[src/rtl/ps2_tx.sv]
// ps2_tx: host-to-device PS/2 transmitter.
//
// Sends one command byte to the attached PS/2 device over the shared
// open-drain ps2_clk/ps2_data lines. It pulls the lines low only while a
// frame is in flight and releases them at all other times, so it can sit
// beside a PS/2 receiver on the same pads.
//
// Frame: inhibit (clock held low), request-to-send (data low, clock
// released), then the device clocks out start 0, d0..d7 LSB first, odd
// parity and stop 1. The device then ACKs by holding data low for one
// more clock.
//
// Ports
//   clk, rst_n       system clock, asynchronous active-low reset
//   ps2_clk/data     raw line levels (asynchronous to clk)
//   ps2_clk_oe       1 = pull ps2_clk low, 0 = release
//   ps2_data_oe      1 = pull ps2_data low, 0 = release
//   tx_data          byte to send, captured when tx_start is accepted
//   tx_start         one-cycle request, honoured only when idle
//   busy             high from the cycle after acceptance until idle again
//   done             one-cycle pulse: frame sent and ACK seen
//   err              one-cycle pulse: no ACK, or device clock timeout
module ps2_tx #(
  parameter int INHIBIT_CYCLES = 5000,
  parameter int TIMEOUT_CYCLES = 750000
) (
  input  logic       clk,
  input  logic       rst_n,
  input  logic       ps2_clk,
  input  logic       ps2_data,
  output logic       ps2_clk_oe,
  output logic       ps2_data_oe,
  input  logic [7:0] tx_data,
  input  logic       tx_start,
  output logic       busy,
  output logic       done,
  output logic       err
);

  localparam int INH_W = (INHIBIT_CYCLES > 1) ? $clog2(INHIBIT_CYCLES) : 1;
  localparam int TO_W  = (TIMEOUT_CYCLES > 1) ? $clog2(TIMEOUT_CYCLES + 1) : 1;

  localparam logic [INH_W-1:0] INH_LAST = INH_W'(INHIBIT_CYCLES - 1);
  localparam logic [TO_W-1:0]  TO_LAST  = TO_W'(TIMEOUT_CYCLES - 1);

  localparam logic [2:0] S_IDLE      = 3'd0;
  localparam logic [2:0] S_INHIBIT   = 3'd1;
  localparam logic [2:0] S_RTS       = 3'd2;
  localparam logic [2:0] S_SEND      = 3'd3;
  localparam logic [2:0] S_ACK       = 3'd4;
  localparam logic [2:0] S_WAIT_IDLE = 3'd5;

  // Line synchronizers. They reset to 1 (idle bus level) so that leaving
  // reset never looks like a falling clock edge.
  logic clk_meta_q, clk_sync_q, clk_prev_q;
  logic data_meta_q, data_sync_q;
  logic fe;

  logic [2:0]       state_q,   state_d;
  logic [9:0]       shreg_q,   shreg_d;
  logic [3:0]       bit_cnt_q, bit_cnt_d;
  logic [INH_W-1:0] inh_cnt_q, inh_cnt_d;
  logic [TO_W-1:0]  to_cnt_q,  to_cnt_d;
  logic             clk_oe_q,  clk_oe_d;
  logic             data_oe_q, data_oe_d;
  logic             done_q,    done_d;
  logic             err_q,     err_d;
  logic             timed;

  always_ff @(posedge clk or negedge rst_n) begin
    if (!rst_n) begin
      clk_meta_q  <= 1'b1;
      clk_sync_q  <= 1'b1;
      clk_prev_q  <= 1'b1;
      data_meta_q <= 1'b1;
      data_sync_q <= 1'b1;
    end else begin
      clk_meta_q  <= ps2_clk;
      clk_sync_q  <= clk_meta_q;
      clk_prev_q  <= clk_sync_q;
      data_meta_q <= ps2_data;
      data_sync_q <= data_meta_q;
    end
  end

  assign fe = clk_prev_q & ~clk_sync_q;

  // States in which the device owns the clock and may stall forever.
  assign timed = (state_q == S_SEND) || (state_q == S_ACK) ||
                 (state_q == S_WAIT_IDLE);

  always_comb begin
    state_d   = state_q;
    shreg_d   = shreg_q;
    bit_cnt_d = bit_cnt_q;
    inh_cnt_d = inh_cnt_q;
    to_cnt_d  = to_cnt_q;
    clk_oe_d  = clk_oe_q;
    data_oe_d = data_oe_q;
    done_d    = 1'b0;
    err_d     = 1'b0;

    case (state_q)
      S_IDLE: begin
        clk_oe_d  = 1'b0;
        data_oe_d = 1'b0;
        if (tx_start) begin
          // Stop and parity ride in the shift register behind the data;
          // the start bit is driven directly in RTS.
          shreg_d   = {1'b1, ~^tx_data, tx_data};
          inh_cnt_d = '0;
          clk_oe_d  = 1'b1;
          state_d   = S_INHIBIT;
        end
      end

      S_INHIBIT: begin
        if (inh_cnt_q == INH_LAST) begin
          data_oe_d = 1'b1;
          state_d   = S_RTS;
        end else begin
          inh_cnt_d = inh_cnt_q + INH_W'(1);
        end
      end

      S_RTS: begin
        // Start bit stays on data; handing the clock to the device.
        clk_oe_d  = 1'b0;
        data_oe_d = 1'b1;
        bit_cnt_d = '0;
        to_cnt_d  = '0;
        state_d   = S_SEND;
      end

      S_SEND: begin
        to_cnt_d = to_cnt_q + TO_W'(1);
        if (fe) begin
          to_cnt_d  = '0;
          data_oe_d = ~shreg_q[0];
          shreg_d   = {1'b0, shreg_q[9:1]};
          bit_cnt_d = bit_cnt_q + 4'd1;
          // The 10th edge puts the stop bit (released line) out.
          if (bit_cnt_q == 4'd9) state_d = S_ACK;
        end
      end

      S_ACK: begin
        to_cnt_d = to_cnt_q + TO_W'(1);
        if (fe) begin
          to_cnt_d = '0;
          if (!data_sync_q) begin
            state_d = S_WAIT_IDLE;
          end else begin
            err_d     = 1'b1;
            clk_oe_d  = 1'b0;
            data_oe_d = 1'b0;
            state_d   = S_IDLE;
          end
        end
      end

      S_WAIT_IDLE: begin
        to_cnt_d = to_cnt_q + TO_W'(1);
        if (fe) to_cnt_d = '0;
        if (clk_sync_q && data_sync_q) begin
          done_d  = 1'b1;
          state_d = S_IDLE;
        end
      end

      default: begin
        clk_oe_d  = 1'b0;
        data_oe_d = 1'b0;
        state_d   = S_IDLE;
      end
    endcase

    // Device stall: abandon the frame. A falling edge this cycle restarts
    // the window, so it pre-empts the timeout.
    if (timed && !fe && (to_cnt_q == TO_LAST)) begin
      done_d    = 1'b0;
      err_d     = 1'b1;
      clk_oe_d  = 1'b0;
      data_oe_d = 1'b0;
      state_d   = S_IDLE;
    end
  end

  always_ff @(posedge clk or negedge rst_n) begin
    if (!rst_n) begin
      state_q   <= S_IDLE;
      shreg_q   <= '0;
      bit_cnt_q <= '0;
      inh_cnt_q <= '0;
      to_cnt_q  <= '0;
      clk_oe_q  <= 1'b0;
      data_oe_q <= 1'b0;
      done_q    <= 1'b0;
      err_q     <= 1'b0;
    end else begin
      state_q   <= state_d;
      shreg_q   <= shreg_d;
      bit_cnt_q <= bit_cnt_d;
      inh_cnt_q <= inh_cnt_d;
      to_cnt_q  <= to_cnt_d;
      clk_oe_q  <= clk_oe_d;
      data_oe_q <= data_oe_d;
      done_q    <= done_d;
      err_q     <= err_d;
    end
  end

  // Line enables come straight from flops so the pads never glitch.
  assign ps2_clk_oe  = clk_oe_q;
  assign ps2_data_oe = data_oe_q;
  // done/err are registered alongside the return to IDLE, so busy drops
  // in the same cycle as the pulse.
  assign busy = (state_q != S_IDLE);
  assign done = done_q;
  assign err  = err_q;

endmodule

[config.mk]
export PLATFORM = sky130hd
export DESIGN_NAME = ps2_tx
export DESIGN_NICKNAME = d
export VERILOG_FILES = /design/src/rtl/ps2_tx.sv
export SDC_FILE = /design/constraint.sdc
export NUM_CORES = 1
export LEC_CHECK = 0
export ABC_AREA = 1
export BUFFER_PORTS_ARGS = -buffer_cell sky130_fd_sc_hd__buf_2
export CAP_MARGIN = 10
export CORE_ASPECT_RATIO = 0.75
export CORE_UTILIZATION = 40
export CTS_CLUSTER_DIAMETER = 60
export CTS_CLUSTER_SIZE = 8
export DETAILED_ROUTE_END_ITERATION = 10
export PLACE_DENSITY_LB_ADDON = 0.2
export SETUP_SLACK_MARGIN = 0.05
export SKIP_LAST_GASP = 1
export SYNTH_ARGS = -nofsm -noshare
export SYNTH_HDL_FRONTEND = slang
export SYNTH_SLANG_ARGS = --single-unit
export TNS_END_PERCENT = 50
[constraint.sdc]
create_clock -name clk -period 1.5 [get_ports clk]
set_input_delay 0.15 -clock clk [delete_from_list [all_inputs] [get_ports clk]]
set_output_delay 0.15 -clock clk [all_outputs]
set_load 0.02 [all_outputs]
==> flow_metrics.env, run 1 <==
export IMPL_cts_sinks=59
export IMPL_area_growth_syn_to_layout_pct=32.9
export IMPL_htreeDepth=3
export IMPL_reg2reg_to="ps2_data_oe"
export IMPL_slew_violations=0
export IMPL_reg2reg_depth=7
export IMPL_cp_top_family="simple AND/OR/NAND/NOR gates"
export IMPL_yosys_warnings=0
export IMPL_clk_path_buf_depth=2
export IMPL_die_y_um=82.8
export IMPL_synth_top_family_by_area="simple AND/OR/NAND/NOR gates"
export IMPL_timing_rr_start="to_cnt_q[4]"
export IMPL_max_stage_delay_ps=380
export IMPL_worst_path_buf_inv=2
export IMPL_dpl_worst_slack_ps=-0.990
export IMPL_crit_cells=7
export IMPL_finalCriticalPeriod_ps=1440
export IMPL_drtIter0Drc=185
export IMPL_setup_viol=0
export IMPL_synth_compound_area_share_pct=10.2
export IMPL_nNetsFinal=577
export IMPL_cp_slowest_cell="dfrtp_1"
export IMPL_wl_mm=8.78
export IMPL_first_pass_iters=5
export IMPL_dpl_cell_count=647
export IMPL_finalHoldViolations=0
export IMPL_endpoint_kind="flip-flop"
export IMPL_synth_nets=503
export IMPL_die_area_um2=9090
export IMPL_holdWs_ps=122
export IMPL_fin_skew_ps=5.67
export IMPL_synth_adder_area_share_pct=1.44
export IMPL_insertion_delay_ps=330
export IMPL_grt_pass1_wl_mm=14.7
export IMPL_gp_congestion=0.906
export IMPL_ys_seq_area_share_pct=42.6
export IMPL_grt_overflow_total=0
export IMPL_io_buffers=17
export IMPL_final_util_pct=54.7
export IMPL_cp_required_ps=1720
export IMPL_design_area_um2=4630
export IMPL_cts_buffers_inserted=9
export IMPL_critPathLaunchType="flip-flop"
export IMPL_p_leak_nw=2.20
export IMPL_grt_max_degree=22
export IMPL_hpwl_mm=6.31
export IMPL_status="completed"
export IMPL_reg2reg_slack_ps=60
export IMPL_drc_errors=0
export IMPL_antenna_found_initial=0
export IMPL_synthSimpleGateAreaFrac_pct=34.5
export IMPL_fill_cells=766
export IMPL_num_vias=3403
export IMPL_synthesis_area_um2=3480
export IMPL_tritoncts="built"
export IMPL_synth_seq_cells=59
export IMPL_drv_cap=0
export IMPL_synth_avg_cell_area_um2=7.16
export IMPL_path_class="flip-flop to flip-flop"
export IMPL_clk_pin_slew_worst_paths_ps=50
export IMPL_min_from="tx_data[5]"
export IMPL_fin_tns_setup_ps=0
export IMPL_grt_use_total_pct=20.8
export IMPL_finalPower_mw=7.70
export IMPL_die_x_um=110
export IMPL_fp_row_count=29
export IMPL_maxSlewHeadroom_pct=61.8
export IMPL_worstPathArrival_ps=1650
export IMPL_detail_route_antenna_nets=0
export IMPL_pin_count=18
export IMPL_viasPerCell=5.06
export IMPL_min_to="shreg_q[5]"
export IMPL_wl_per_cell_um=13.1
export IMPL_path_cells="inv_1 -> nand4_1 -> nor3b_4 -> nand3_2 -> buf_4 -> nand2_1 -> nor2_1"
export IMPL_fin_ws_ps=61.0
export IMPL_synthMuxAreaShare_pct=0
export IMPL_worstMarginPinSlew_ps=573
export IMPL_antennaDiodeCount=0
export IMPL_rsz0062_at_grt="yes"
export IMPL_finalNonFillerCells=673
export IMPL_fin_crit_sh_pct=95.9
export IMPL_place_area_um2=4070
export IMPL_crit_fanout=3
export IMPL_initial_utilization_pct=41.2
export IMPL_clockRootBuffer="clkbuf_16"
export IMPL_synth_cell_types=33
export IMPL_syn_inst=486
export IMPL_synth_xor_area_share_pct=3.27
export IMPL_power_density_nw_per_um2=1660
export IMPL_irDropWorstVdd_uv=1160
export IMPL_drive_gt1_share_pct=26.7
export IMPL_holdPathStages=3
export IMPL_max_freq_mhz=695
export IMPL_grt_pass1_vias=3098
export IMPL_core_um2=8450
export IMPL_min_path_type="primary input to flip-flop"
[cells in the final DEF (no fill, tap or decap), types with 7 or more instances in the layout]
cell / count
a21oi_1: 10
clkbuf_16: 9
nand3_1: 27
dfrtp_1: 49
buf_4: 43
nand2_2: 7
nor2_1: 50
buf_2: 17
nand4_1: 14
nor2_2: 12
a31oi_1: 8
nor3_1: 7
o21ai_0: 18
nand2_1: 146
xor2_1: 9
inv_1: 48
inv_2: 7
[metal layers]
| layer | GRT usage, % | part of all wire [%] |
|---|---|---|
| met3 | 4.40 | 4.9 |
| met4 | 5.58 | 1.3 |
| met5 | 0 | 0 |
| met1 | 32.3 | 51 |
| met2 | 29.1 | 43 |
[worst max path at each step]
stage,from,end,slack [ps]
floorplan,inh_cnt_q[1],inh_cnt_q[2],50
global placement,clk_sync_q,shreg_q[6],30
detailed placement,clk_sync_q,shreg_q[3],-1
CTS,state_q[1],state_q[2],30
global route,bit_cnt_q[1],state_q[1],-40
finish,to_cnt_q[4],ps2_data_oe,60
[where the power goes]
| part | internal [mW] | switching (mW) | leakage, nW |
|---|---|---|---|
| logic | 1.45 | 2.09 | 1.31 |
| registers | 1.98 | 0.275 | 0.750 |
| clock network | 1.20 | 0.698 | 0.139 |
[state kept, by name (all words and copies together) (netlist names)]
signal / count
to_cnt_q: 20
ps2_clk_oe: 1
err: 1
data_meta_q: 1
done: 1
ps2_data_oe: 1
state_q: 3
clk_prev_q: 1
data_sync_q: 1
inh_cnt_q: 13
bit_cnt_q: 4
shreg_q: 10
clk_meta_q: 1
clk_sync_q: 1
[Yosys cell counts (all sizes together)]
cell type	instances	area [um2]
nand2	155	587
a22oi	2	15.0
ha	4	50.1
a31oi	8	50.1
xnor2	4	35.0
o21ai	28	159
o22ai	3	18.8
dfrtp	54	1350
nand3	34	170
inv	57	216
nor3	12	60.1
buf	9	61.3
nand3b	1	7.51
o21bai	2	26.3
nor2	68	277
nand4	14	87.6
a22o	1	8.76
nor3b	1	7.51
xor2	9	78.8
a21boi	1	7.51
dfstp	5	131
and2	1	6.26
a21oi	11	55.1
o31ai	2	15.0
[tightest hold or removal path, cell delays in order]
cell and delay, ps:
buf_2 120, nand2_1 60, a31oi_1 70
[cell type report]
class | count | area, um2 | share of cell area (%)
well taps | 108 | 135 | 2.92
clock inverters | 3 | 15.0 | 0.324
flip-flops and latches | 59 | 1490 | 32.2
multi-input cells | 361 | 1920 | 41.6
inverters | 57 | 219 | 4.73
clock buffers | 13 | 260 | 5.62
repair buffers | 72 | 587 | 12.7
[logic make-up (layout without fill, tap and decap cells)]
family | after synthesis | after routing
adder cells (fa/ha/maj) | 4 | 4
AND/OR/NAND/NOR | 286 | 286
XOR/XNOR | 13 | 13
flip-flops | 59 | 59
buffers and inverters | 66 | 145
AO/OA/AOI/OAI | 58 | 58
[what timing repair did]
item | in CTS | in global routing
hold endpoints to repair | 16 | 0
cloned | 0 | 0
pin swaps | 0 | 20
resized for setup | 5 | 59
hold buffers | 3 | 0
setup endpoints to repair | 21 | 54
buffers inserted | 0 | 7
No activity file was read; power rests on OpenSTA's default activity.
==> run 2, diff against run 1 <==
--- a/config.mk
+++ b/config.mk
@@ -10,9 +10,8 @@
 export CAP_MARGIN = 10
 export CORE_ASPECT_RATIO = 0.75
-export CORE_UTILIZATION = 40
+export CORE_UTILIZATION = 30
 export CTS_CLUSTER_DIAMETER = 60
 export CTS_CLUSTER_SIZE = 8
 export DETAILED_ROUTE_END_ITERATION = 10
-export PLACE_DENSITY_LB_ADDON = 0.2
 export SETUP_SLACK_MARGIN = 0.05
 export SKIP_LAST_GASP = 1
==> constraint.sdc (replaced) <==
create_clock -name clk -period 1.5 [get_ports clk]
set_input_delay 0.075 -clock clk [delete_from_list [all_inputs] [get_ports clk]]
set_output_delay 0.075 -clock clk [all_outputs]
set_load 0.02 [all_outputs]
==> run 2 against run 1 <==
  * Via count increased by 0.18%
  * Utilization decreased by 12 points
  * Critical path depth rose by 2
  * Maximum frequency fell by 0.35%
  * Total power rose by 4.9%
  * Routed wire length down 2.8%
  * Hold slack got worse by 78 ps
  * Largest cell class unchanged
==> flow_metrics.env, run 2 (synthesized netlist as in run 1, its figures left out) <==
export IMPL_status="completed"
export IMPL_path_class="flip-flop to flip-flop"
export IMPL_gp_congestion=0.866
export IMPL_tritoncts="built"
export IMPL_timing_rr_start="state_q[1]"
export IMPL_clk_pin_slew_worst_paths_ps=50
export IMPL_grt_pass1_wl_mm=14.2
export IMPL_area_growth_syn_to_layout_pct=35.0
export IMPL_cp_top_family="simple AND/OR/NAND/NOR gates"
export IMPL_register_area_um2=1490
export IMPL_finalHoldViolations=0
export IMPL_insertion_delay_ps=330
export IMPL_min_path_type="primary input to flip-flop"
export IMPL_dpl_cell_count=686
export IMPL_top_regs="to_cnt_q x20, inh_cnt_q x13, shreg_q x10"
export IMPL_cp_required_ps=1760
export IMPL_grt_use_total_pct=15.1
export IMPL_detail_route_antenna_nets=0
export IMPL_die_area_um2=12000
export IMPL_die_y_um=95.3
export IMPL_critPathLaunchType="flip-flop"
export IMPL_finalNonFillerCells=711
export IMPL_fill_cells=1119
export IMPL_initial_utilization_pct=31.4
export IMPL_fin_crit_sh_pct=96.3
export IMPL_max_stage_delay_ps=460
export IMPL_p_seq_share_pct=28.1
export IMPL_antenna_found_initial=0
export IMPL_reg2reg_to="state_q[1]"
export IMPL_viasPerCell=4.79
export IMPL_nNetsFinal=583
export IMPL_grt_max_degree=32
export IMPL_comb_power_share_pct=43.8
export IMPL_clk_path_buf_depth=2
export IMPL_drtIter0Drc=232
export IMPL_worst_path_buf_inv=1
export IMPL_first_pass_iters=4
export IMPL_swShare_pct=38.2
export IMPL_num_vias=3409
export IMPL_drc_errors=0
export IMPL_grt_overflow_total=0
export IMPL_wl_per_cell_um=12.0
export IMPL_regMostFlops="to_cnt_q"
export IMPL_reg2reg_slack_ps=60
export IMPL_wl_mm=8.54
export IMPL_slew_violations=0
export IMPL_final_cell_mix="nand2_1 (142), buf_4 (52), nor2_1 (51)"
export IMPL_critPathCapture="state_q[1]"
export IMPL_die_x_um=126
export IMPL_reg2reg_depth=9
export IMPL_multi_input_area_um2=1900
export IMPL_crit_cells=9
export IMPL_drv_cap=0
export IMPL_clockRootBuffer="clkbuf_16"
export IMPL_max_freq_mhz=692
export IMPL_grt_pass1_vias=3031
export IMPL_clockPowerShare_pct=28.0
export IMPL_pin_count=18
export IMPL_maxSlewHeadroom_pct=70.8
export IMPL_cp_slowest_cell="dfrtp_2"
export IMPL_path_cells="nor2_2 -> buf_4 -> nand3_2 -> nand2_1 -> nor2_2 -> nand3_4 -> nand2_1 -> nand2_2 -> nor2_1"
export IMPL_finalPower_mw=8.08
export IMPL_largest_reg_flops=20
export IMPL_endpoint_kind="flip-flop"
export IMPL_switchingPower_mw=3.08
export IMPL_core_um2=11100
export IMPL_finalCriticalPeriod_ps=1440
export IMPL_cts_sinks=59
export IMPL_setup_viol=0
export IMPL_rsz0062_at_grt="yes"
export IMPL_crit_fanout=7
export IMPL_antennaDiodeCount=0
export IMPL_cts_buffers_inserted=9
export IMPL_fin_skew_ps=10.1
export IMPL_drive_gt1_share_pct=27.1
export IMPL_irDropWorstVdd_uv=682
export IMPL_htreeDepth=3
export IMPL_worstPathArrival_ps=1700
export IMPL_startpoint="state_q[1]"
export IMPL_internal_power_mw=4.99
export IMPL_hpwl_mm=6.28
export IMPL_worstMarginPinSlew_ps=438
export IMPL_p_leak_nw=2.19
export IMPL_fp_row_count=33
export IMPL_mostFrequentLayoutCell="nand2_1"
export IMPL_power_density_nw_per_um2=1720
export IMPL_io_buffers=17
-- run 2: changes by cell type in the layout (fill, tap and decap cells not counted), sizes merged --
cell,change
clkinv,-2
bufinv,+2
clkinvlp,+1
buf,+6
clkbuf,-1
-- run 2: timing repair --
item / CTS / global route
endpoints found under the hold margin: 17 / 0
buffers inserted: 2 / 4
endpoints found under the setup margin: 16 / 49
pin swaps: 2 / 18
hold buffers: 3 / 0
gates resized for setup: 7 / 52
-- run 2: power by group through the flow --
stage / combinational (mW) / sequential (mW) / clock (mW)
2_1_floorplan: 1.96 / 2.28 / 0
3_3_place_gp: 3.10 / 2.24 / 0
3_5_place_dp: 3.15 / 2.26 / 0
4_1_cts: 3.19 / 2.25 / 2.31
5_1_grt: 3.95 / 2.33 / 2.38
6_report: 3.54 / 2.27 / 2.26
-- run 2: through the flow --
stage          cell area, um2  hold WS [ps]  TNS, ps  setup WS [ps]  util (%)
4_1_cts                  4500          36.7        0           51.2      40.5
3_5_place_dp             4110          43.6    -49.3          -19.9      37.0
5_1_grt                  4700          49.2     -381          -50.6      42.3
2_1_floorplan            3510          -221        0           50.3         -
6_report                 4700          44.0        0           55.9      42.3
3_3_place_gp             4110          43.8    -22.1          -22.1      37.0
-- run 2: cell type report --
class                   count  share of cell area [%]
repair buffers             78                    12.4
well taps                 140                    3.73
clock buffers              12                    5.46
clock inverters             4                    1.54
inverters                  57                    4.77
flip-flops and latches     59                    31.7
multi-input cells         361                    40.5
-- run 2: layer usage --
metal | global-route usage, % | vias up | share of wire (%)
met5 | 0 | - | 0
met4 | 6.02 | 0 | 1.6
met1 | 21.0 | 1611 | 50
met3 | 3.54 | 12 | 4.1
met2 | 22.8 | 63 | 44
li1 | - | 1723 | -
-- run 2: worst min-delay path by stage --
stage	cells after the start	slack, ps	to	from
after floorplan	0	-220	bit_cnt_q[0]	rst_n
after global placement	1	40	inh_cnt_q[6]	rst_n
after detailed placement	1	40	inh_cnt_q[6]	rst_n
after CTS	3	40	shreg_q[4]	tx_data[4]
after global routing	3	50	shreg_q[4]	tx_data[4]
final	3	40	shreg_q[4]	tx_data[4]
-- run 2: worst reg2reg max path, delay by kind of cell (launching register included) --
kind / cells / cell delay, ps
buf+inv: 1 / 140
flops: 1 / 460
simple gates: 8 / 760
